`src/rtl/bus_sequencer.sv`:
```
// bus_sequencer: control-step sequencer for the single-bus CPU datapath.
// Walks the fetch/decode/execute microsteps T0..T6 and decodes the current
// step (plus the IR fields) into the bus source select and the register
// load strobes. Memory read waits are bounded by MAX_WAIT, and illegal
// opcodes are flagged. Both error flags are sticky until reset.
module bus_sequencer #(
    parameter int MAX_WAIT = 15
) (
    input  logic        clk,
    input  logic        clr,
    input  logic        run,
    input  logic        mem_rdy,
    input  logic [31:0] ir,
    output logic [4:0]  bus_sel,
    output logic        pc_in,
    output logic        inc_pc,
    output logic        mar_in,
    output logic        mdr_in,
    output logic        mem_read,
    output logic        ir_in,
    output logic        y_in,
    output logic        z_in,
    output logic        hi_in,
    output logic        lo_in,
    output logic [15:0] rf_in,
    output logic [4:0]  alu_op,
    output logic        instr_done,
    output logic        illegal,
    output logic        mem_err,
    output logic        busy
);

    typedef enum logic [2:0] {
        S_IDLE = 3'd0,
        S_T0   = 3'd1,
        S_T1   = 3'd2,
        S_T2   = 3'd3,
        S_T3   = 3'd4,
        S_T4   = 3'd5,
        S_T5   = 3'd6,
        S_T6   = 3'd7
    } state_t;

    typedef enum logic [2:0] {
        CLS_ALU  = 3'd0,
        CLS_IMM  = 3'd1,
        CLS_MUL  = 3'd2,
        CLS_DIV  = 3'd3,
        CLS_MFHI = 3'd4,
        CLS_MFLO = 3'd5,
        CLS_ILL  = 3'd6
    } cls_t;

    localparam logic [4:0] BUS_HI  = 5'd16;
    localparam logic [4:0] BUS_LO  = 5'd17;
    localparam logic [4:0] BUS_ZHI = 5'd18;
    localparam logic [4:0] BUS_ZLO = 5'd19;
    localparam logic [4:0] BUS_PC  = 5'd20;
    localparam logic [4:0] BUS_MDR = 5'd21;
    localparam logic [4:0] BUS_C   = 5'd23;

    // Last non-ready T1 cycle index before the fetch is abandoned.
    localparam logic [7:0] WAIT_LAST = 8'(MAX_WAIT - 1);

    // Map an opcode onto its execution class.
    function automatic cls_t classify(input logic [4:0] op);
        cls_t c;
        if (op <= 5'd11) begin
            c = CLS_ALU;
        end else if (op <= 5'd14) begin
            c = CLS_IMM;
        end else begin
            case (op)
                5'd15:   c = CLS_MUL;
                5'd16:   c = CLS_DIV;
                5'd17:   c = CLS_MFHI;
                5'd18:   c = CLS_MFLO;
                default: c = CLS_ILL;
            endcase
        end
        return c;
    endfunction

    // One-hot register write enable; r0 is hard-wired zero and never written.
    function automatic logic [15:0] rf_onehot(input logic [3:0] ra);
        logic [15:0] v;
        if (ra != 4'd0) begin
            v = 16'd1 << ra;
        end else begin
            v = 16'd0;
        end
        return v;
    endfunction

    state_t      state_r;
    state_t      next_state_s;
    logic [7:0]  wait_cnt_r;
    logic [7:0]  wait_cnt_s;
    logic        illegal_r;
    logic        mem_err_r;
    logic        set_illegal_s;
    logic        set_mem_err_s;
    cls_t        cls_s;
    logic [4:0]  op_s;
    logic [3:0]  ra_s;
    logic [3:0]  rb_s;
    logic [3:0]  rc_s;
    logic        ir_unused_s;

    assign op_s        = ir[31:27];
    assign ra_s        = ir[26:23];
    assign rb_s        = ir[22:19];
    assign rc_s        = ir[18:15];
    assign ir_unused_s = ^ir[14:0];
    assign cls_s       = classify(op_s);

    assign illegal = illegal_r;
    assign mem_err = mem_err_r;
    assign busy    = (state_r != S_IDLE);

    // Control-step register; reset aborts any instruction in flight.
    always_ff @(posedge clk or negedge clr) begin
        if (!clr) begin
            state_r <= S_IDLE;
        end else begin
            state_r <= next_state_s;
        end
    end

    // Memory-wait counter; only ever nonzero while stalled in T1.
    always_ff @(posedge clk or negedge clr) begin
        if (!clr) begin
            wait_cnt_r <= 8'd0;
        end else begin
            wait_cnt_r <= wait_cnt_s;
        end
    end

    // Sticky error flags; cleared only by reset, never block fetching.
    always_ff @(posedge clk or negedge clr) begin
        if (!clr) begin
            illegal_r <= 1'b0;
            mem_err_r <= 1'b0;
        end else begin
            illegal_r <= illegal_r | set_illegal_s;
            mem_err_r <= mem_err_r | set_mem_err_s;
        end
    end

    // Next-step selection and Moore decode of the current step into strobes.
    always_comb begin
        next_state_s  = state_r;
        wait_cnt_s    = 8'd0;
        set_illegal_s = 1'b0;
        set_mem_err_s = 1'b0;
        bus_sel       = 5'd0;
        pc_in         = 1'b0;
        inc_pc        = 1'b0;
        mar_in        = 1'b0;
        mdr_in        = 1'b0;
        mem_read      = 1'b0;
        ir_in         = 1'b0;
        y_in          = 1'b0;
        z_in          = 1'b0;
        hi_in         = 1'b0;
        lo_in         = 1'b0;
        rf_in         = 16'd0;
        alu_op        = 5'd0;
        instr_done    = 1'b0;

        case (state_r)
            S_IDLE: begin
                if (run) begin
                    next_state_s = S_T0;
                end else begin
                    next_state_s = S_IDLE;
                end
            end

            S_T0: begin
                bus_sel      = BUS_PC;
                mar_in       = 1'b1;
                inc_pc       = 1'b1;
                z_in         = 1'b1;
                next_state_s = S_T1;
            end

            S_T1: begin
                // PC reload from Z happens once; later wait cycles only hold the read.
                bus_sel  = BUS_ZLO;
                pc_in    = (wait_cnt_r == 8'd0);
                mem_read = 1'b1;
                mdr_in   = 1'b1;
                if (mem_rdy) begin
                    next_state_s = S_T2;
                end else if (wait_cnt_r >= WAIT_LAST) begin
                    next_state_s  = S_IDLE;
                    set_mem_err_s = 1'b1;
                end else begin
                    next_state_s = S_T1;
                    wait_cnt_s   = wait_cnt_r + 8'd1;
                end
            end

            S_T2: begin
                bus_sel      = BUS_MDR;
                ir_in        = 1'b1;
                next_state_s = S_T3;
            end

            S_T3: begin
                case (cls_s)
                    CLS_ALU, CLS_IMM, CLS_MUL, CLS_DIV: begin
                        bus_sel      = {1'b0, rb_s};
                        y_in         = 1'b1;
                        next_state_s = S_T4;
                    end
                    CLS_MFHI: begin
                        bus_sel      = BUS_HI;
                        rf_in        = rf_onehot(ra_s);
                        instr_done   = 1'b1;
                        next_state_s = run ? S_T0 : S_IDLE;
                    end
                    CLS_MFLO: begin
                        bus_sel      = BUS_LO;
                        rf_in        = rf_onehot(ra_s);
                        instr_done   = 1'b1;
                        next_state_s = run ? S_T0 : S_IDLE;
                    end
                    default: begin
                        set_illegal_s = 1'b1;
                        instr_done    = 1'b1;
                        next_state_s  = run ? S_T0 : S_IDLE;
                    end
                endcase
            end

            S_T4: begin
                if (cls_s == CLS_IMM) begin
                    bus_sel = BUS_C;
                end else begin
                    bus_sel = {1'b0, rc_s};
                end
                alu_op       = op_s;
                z_in         = 1'b1;
                next_state_s = S_T5;
            end

            S_T5: begin
                bus_sel = BUS_ZLO;
                if ((cls_s == CLS_MUL) || (cls_s == CLS_DIV)) begin
                    lo_in        = 1'b1;
                    next_state_s = S_T6;
                end else begin
                    rf_in        = rf_onehot(ra_s);
                    instr_done   = 1'b1;
                    next_state_s = run ? S_T0 : S_IDLE;
                end
            end

            S_T6: begin
                bus_sel      = BUS_ZHI;
                hi_in        = 1'b1;
                instr_done   = 1'b1;
                next_state_s = run ? S_T0 : S_IDLE;
            end

            default: begin
                next_state_s = S_IDLE;
            end
        endcase
    end

endmodule

```
`config.mk`:
```
export PLATFORM = sky130hd
export DESIGN_NAME = bus_sequencer
export DESIGN_NICKNAME = d
export VERILOG_FILES = /design/src/rtl/bus_sequencer.sv
export SDC_FILE = /design/constraint.sdc
export NUM_CORES = 1
export LEC_CHECK = 0
export CAP_MARGIN = 20
export CORE_ASPECT_RATIO = 1.5
export CORE_UTILIZATION = 33
export DETAILED_ROUTE_END_ITERATION = 10
export GPL_ROUTABILITY_DRIVEN = 0
export PLACE_DENSITY = 0.84
export SLEW_MARGIN = 15
export SYNTH_ARGS = -nofsm -noshare
export SYNTH_HDL_FRONTEND = slang
export SYNTH_SLANG_ARGS = --single-unit
```
`constraint.sdc`:
```
create_clock -name clk -period 1.3 [get_ports clk]
set_input_delay 0.195 -clock clk [delete_from_list [all_inputs] [get_ports clk]]
set_output_delay 0.195 -clock clk [all_outputs]
set_load 0.05 [all_outputs]
```
==> summary.md, run 1 <==
| Metric | Value |
|---|---|
| Mapped cell area | roughly 1200 µm² |
| Largest net degree at the start of global routing | 16 |
| Yosys warning count | 0 |
| Unique cell type count in the Yosys netlist | 50 |
| Initial antenna violation count | 2 |
| Sequential fraction of the synthesis area | approximately 28% |
| Root buf cell | clkbuf_8 |
| FF+latch count, synth | 13 |
| Grt total ovfl | 12 |
| Bufs on Longest Clock Path | 2 |
| Worst Endpoint after GRT Repair | rf_in[8] |
| EDFF count, synth | 0 |
| Initial Utilization | 34.5% |
| Worst endpoint type | output port |
| # IOs | 76 |
| H-tree depth | 1 |
| Site row count | 26 |
| Syn avg cell area | 8.49 µm² |
| HPWL Detailed | 3960 µm |
| Ys flop type | dfrtp_1 |
| Err | [ERROR GRT-0232] Routing congestion too high. Check the congestion heatmap in the GUI. |
| PortBufs | slightly below 60 |
| Hold_buf cts | 0 |
| CTS Buf Count | 3 |
| Num Clock Sinks | 13 |
| Die Y | ~75 µm |
| GR Util All Layers | approximately 63% |
| Ys async rst share | 100% |
| Die Wd | ~51 µm |
| Failing step | 5_1_grt |
| Post-Synthesis Cells | approximately 140 |
| Status | stopped before the end |
## cell usage after synthesis (2+ instances only)
cell | n | area share [%]
nor4_1 | 16 | 8.5
dfrtp_1 | 13 | 28
nor2_1 | 12 | 3.8
nand2_1 | 9 | 2.9
and2_1 | 6 | 3.2
inv_1 | 6 | 1.9
buf_2 | 5 | 2.1
nand3_1 | 5 | 2.1
buf_4 | 4 | 2.5
nand2b_1 | 4 | 2.1
o21ai_0 | 4 | 1.7
a211oi_1 | 3 | 1.9
a21o_1 | 3 | 1.9
a21oi_1 | 3 | 1.3
and3b_1 | 3 | 2.2
ha_1 | 3 | 3.2
xor2_1 | 3 | 2.2
a31oi_1 | 2 | 1.1
buf_6 | 2 | 1.9
nand3b_1 | 2 | 1.3
nor3b_1 | 2 | 1.3
## timing repair
action                                 4_1_cts
setup endpoints to repair                   47
resized for setup                           79
endpoints found under the hold margin        0
pin swaps                                   30
setup buffers                               13
## per-layer routing
layer  global-route usage [%]  overflow
met3                     31.3         0
met4                     80.9         8
met1                     58.0         0
met2                     91.0         4
met5                        0         0
## logic make-up after synthesis
| logic type | synth area share, % |
|---|---|
| AND/OR/NAND/NOR | 34.1 |
| AO/OA/AOI/OAI | 23.0 |
| buffers and inverters | 8.80 |
| flip-flops | 27.6 |
| XOR/XNOR | 2.97 |
| adder cells (fa/ha/maj) | 3.18 |
| other | 0.318 |
## through the flow
stage / std cells / setup WS (ns) / cell area, µm²
floorplan: 142 / -0.563 / 1580
global placement: 288 / -0.764 / 2780
detailed placement: 288 / -0.814 / 2780
CTS: 305 / -0.477 / 3130
==> run 2, diff against run 1 <==
CORE_ASPECT_RATIO = default   (was 1.5)
CORE_UTILIZATION = 30   (was 33)
PLACE_DENSITY = default   (was 0.84)
PLACE_DENSITY_LB_ADDON = 0.15   (was default)
clock period = 1.69 ns   (was 1.3 ns; I/O delays follow)
==> run 2 against run 1 <==
The flow now finishes, with violations (setup timing); synthesized cell count is the same; synthesized area is the same.
==> summary.md, run 2 <==
| Metric | Value |
|---|---|
| Die Wd | 64.7 µm (+27%) |
| Final Skew | about 0.0029 ns |
| Vias | 1570 |
| Site row count | 22 (-15%) |
| Crit path largest cell delay | roughly 0.42 ns |
| Status | finished, violations left |
| Synth area leaders | dfrtp_1, nor4_1, nor2_1 |
| Bufs on Longest Clock Path | 2 (unchanged) |
| Count leader, synth | nor4_1 |
| Num Clock Sinks | 13 (unchanged) |
| Sw Pwr | 2.03 mW |
| Antenna cells | 0 |
| Wirelength per Cell | ~17 µm |
| Fin worst setup slack | -0.160 ns |
| Largest area contributor in the netlist | dfrtp_1 |
| Initial drt markers | 75 |
| Final Instance Area | 3090 µm² |
| Final core utilization | 83.3% |
| Switching part of the total | 47.3% |
| Commonest non-fill, non-tap cell in the layout | buf_6 |
| DP Cell Count | 268 (-6.9%) |
| Reg power frac | approximately 10% |
| H-tree depth | 1 (unchanged) |
| Fin. Hold Viols | 0 |
| Startpoint Class | flop |
| Clock share of power | ~6.3% |
| DRC viols | 0 |
| CTS Buf Count | 3 (unchanged) |
| Clk slew on worst S/H paths | ~0.050 ns |
| Most frequent cells in the layout | buf_6, buf_4, buf_12 |
| Final worst path period share | 109% |
| CTS tree | yes |
| Ys async rst share | 100% (unchanged) |
| Worst vdd ir | between 1 and 1.5 mV |
| Crit Reg-Reg Endpoint | wait_cnt_r[2] |
| CP delay by family, top | simple AND/OR/NAND/NOR gates |
| Vias in the first global route | between 1.5k and 2k |
| Slew margin rel. | around three fifths |
| Unrepaired setup endpoints after global routing | yes |
| Most used cell, CP | buf_6 |
| Unique cell type count in the Yosys netlist | 50 (unchanged) |
| Grt total ovfl | 0 |
| Post-Synthesis Cells | 139 (unchanged) |
| Fin. max-slew vios | 0 |
| R2R Setup Slk | approximately 0.11 ns |
| Root buf cell | clkbuf_8 |
| DRT Pass-1 Iters | 4 |
| Commonest cells in the netlist | nor4_1, dfrtp_1, nor2_1 |
| Power Dens Cells | approximately 1400 nW/µm² |
| Number of non-filler instances in the completed layout | 295 |
| Tmin final | about 1.8 ns |
| Internal Power | 2.26 mW |
| Initial antenna violation count | 0 |
| Worst-margin pin slew | 0.610 ns |
| Initial Utilization | 31.8% (-2.8 points) |
| Hold_buf cts | 0 (unchanged) |
| # IOs | 76 (unchanged) |
| Setup CP Type | reg -> out |
| Worst reg2reg path depth | 6 |
| Worst hold-check path type | in -> async |
| Nets | around 290 |
| Critical-path cell list | nor2b_4 -> nand3b_1 -> buf_6 -> nor4_4 -> buf_6 |
| Via/cell ratio | around 5.3 |
| Die area | roughly 4200 µm² |
| Core area | roughly 3700 µm² |
| Post-DP Area | 2540 µm² (-8.6%) |
| FF-to-FF Start | state_r[2] |
| Final setup violation count | 26 |
| Crit end category | output port |
| Worst Setup SP | state_r[2] |
| WL final | ~5200 µm |
| Cell leakage power | 1.27 nW |
| HPWL Detailed | 3250 µm (-18%) |
| Die Y | 64.7 µm (-14%) |
| Share of cells above drive strength 1 | approximately two thirds |
| Area delta synth->final | 162% |
| Max cap viols | 0 |
| Critical Path AT | approximately 1.6 ns |
| Ys flop type | dfrtp_1 |
| PortBufs | 59 (unchanged) |
| Largest register FFs | 8 |
| Worst path bufs/invs | 2 |
| Fill count | roughly 190 |
| Largest register by flop count | wait_cnt_r |
| Mapped cell area | 1180 µm² (unchanged) |
| Clk Latency, worst-skew pair | 0.24 ns |
| Top cell type's share of synthesized area | 27.6% (unchanged) |
| Highest clock rate | roughly 540 MHz |
| Final Hold Slack | 0.399 ns |
| Setup TNS | -2.33 ns |
| CP max stage cell | dfrtp_1 |
| ANT nets after route | 0 |
| Sequential fraction of the synthesis area | 27.6% (unchanged) |
| Failing checks | setup timing |
| Yosys warning count | 0 (unchanged) |
| Top flop regs | wait_cnt_r x8, state_r x3 |
| First-pass GRT wire length | approximately 7900 µm |
| Worst path depth | 5 |
| FF+latch count, synth | 13 (unchanged) |
| Largest net degree at the start of global routing | 14 |
| Syn avg cell area | 8.49 µm² (unchanged) |
| Gate power share | between 80% and 90% |
| GR Util All Layers | 23.9% |
| Critical Path Fanout Max | 4 |
| CP Data Required Time | between 1 and 1.5 ns |
| EDFF count, synth | 0 (unchanged) |
[run 2: what timing repair did]
item / 4_1_cts / 5_1_grt
setup endpoints to repair: 32 / 40
pin swaps: 28 / 22
resized for setup: 80 / 36
buffers inserted: 12 / 10
gates cloned: 1 / 0
[run 2: power by group through the flow]
| stage | clock network (mW) | registers (mW) | logic [mW] |
|---|---|---|---|
| after floorplan | 0 | 0.465 | 1.61 |
| after global placement | 0 | 0.423 | 2.87 |
| after detailed placement | 0 | 0.425 | 2.91 |
| after CTS | 0.277 | 0.429 | 3.33 |
| after global routing | 0.292 | 0.437 | 3.72 |
| final | 0.268 | 0.429 | 3.60 |
[run 2: per-layer routing]
layer | GRT usage (%) | vias to the layer above | routed length [µm]
met1 | 29.3 | 790 | 2070
met5 | 0 | - | 0
met4 | 3.06 | 0 | 37
met3 | 2.11 | 4 | 184
li1 | - | 725 | -
met2 | 45.6 | 51 | 2860
[run 2: final cells by class]
class	count	area, µm²	share of cell area [%]
inverters	6	22.5	0.728
repair buffers	113	1390	45.0
flip-flops and latches	13	327	10.6
well taps	48	60.1	1.94
multi-input cells	111	1250	40.3
clock buffers	4	45.0	1.46
[run 2: how the worst max path moves through the flow]
| stage | end | slack (ns) |
|---|---|---|
| finish | rf_in[7] | -0.16 |
| global route | rf_in[14] | -0.23 |
| CTS | bus_sel[0] | -0.15 |
| detailed placement | rf_in[6] | -0.55 |
| global placement | rf_in[10] | -0.47 |
| floorplan | pc_in | -0.30 |
[run 2: kinds of logic (layout without fill, tap and decap cells)]
group / after synthesis / after routing / share of synthesized area (%)
AND/OR/NAND/NOR: 69 / 69 / 34.1
AO/OA/AOI/OAI: 31 / 31 / 23.0
buffers and inverters: 18 / 123 / 8.80
flip-flops: 13 / 13 / 27.6
XOR/XNOR: 4 / 4 / 2.97
adder cells (fa/ha/maj): 3 / 3 / 3.18
other: 1 / 4 / 0.318
[run 2: per-stage QoR]
step / setup WS, ns / power, mW
after detailed placement: -0.553 / 3.34
after floorplan: -0.302 / 2.08
after global routing: -0.232 / 4.45
after global placement: -0.472 / 3.30
final: -0.160 / 4.29
after CTS: -0.153 / 4.04
No activity file was read; power rests on OpenSTA's default activity.
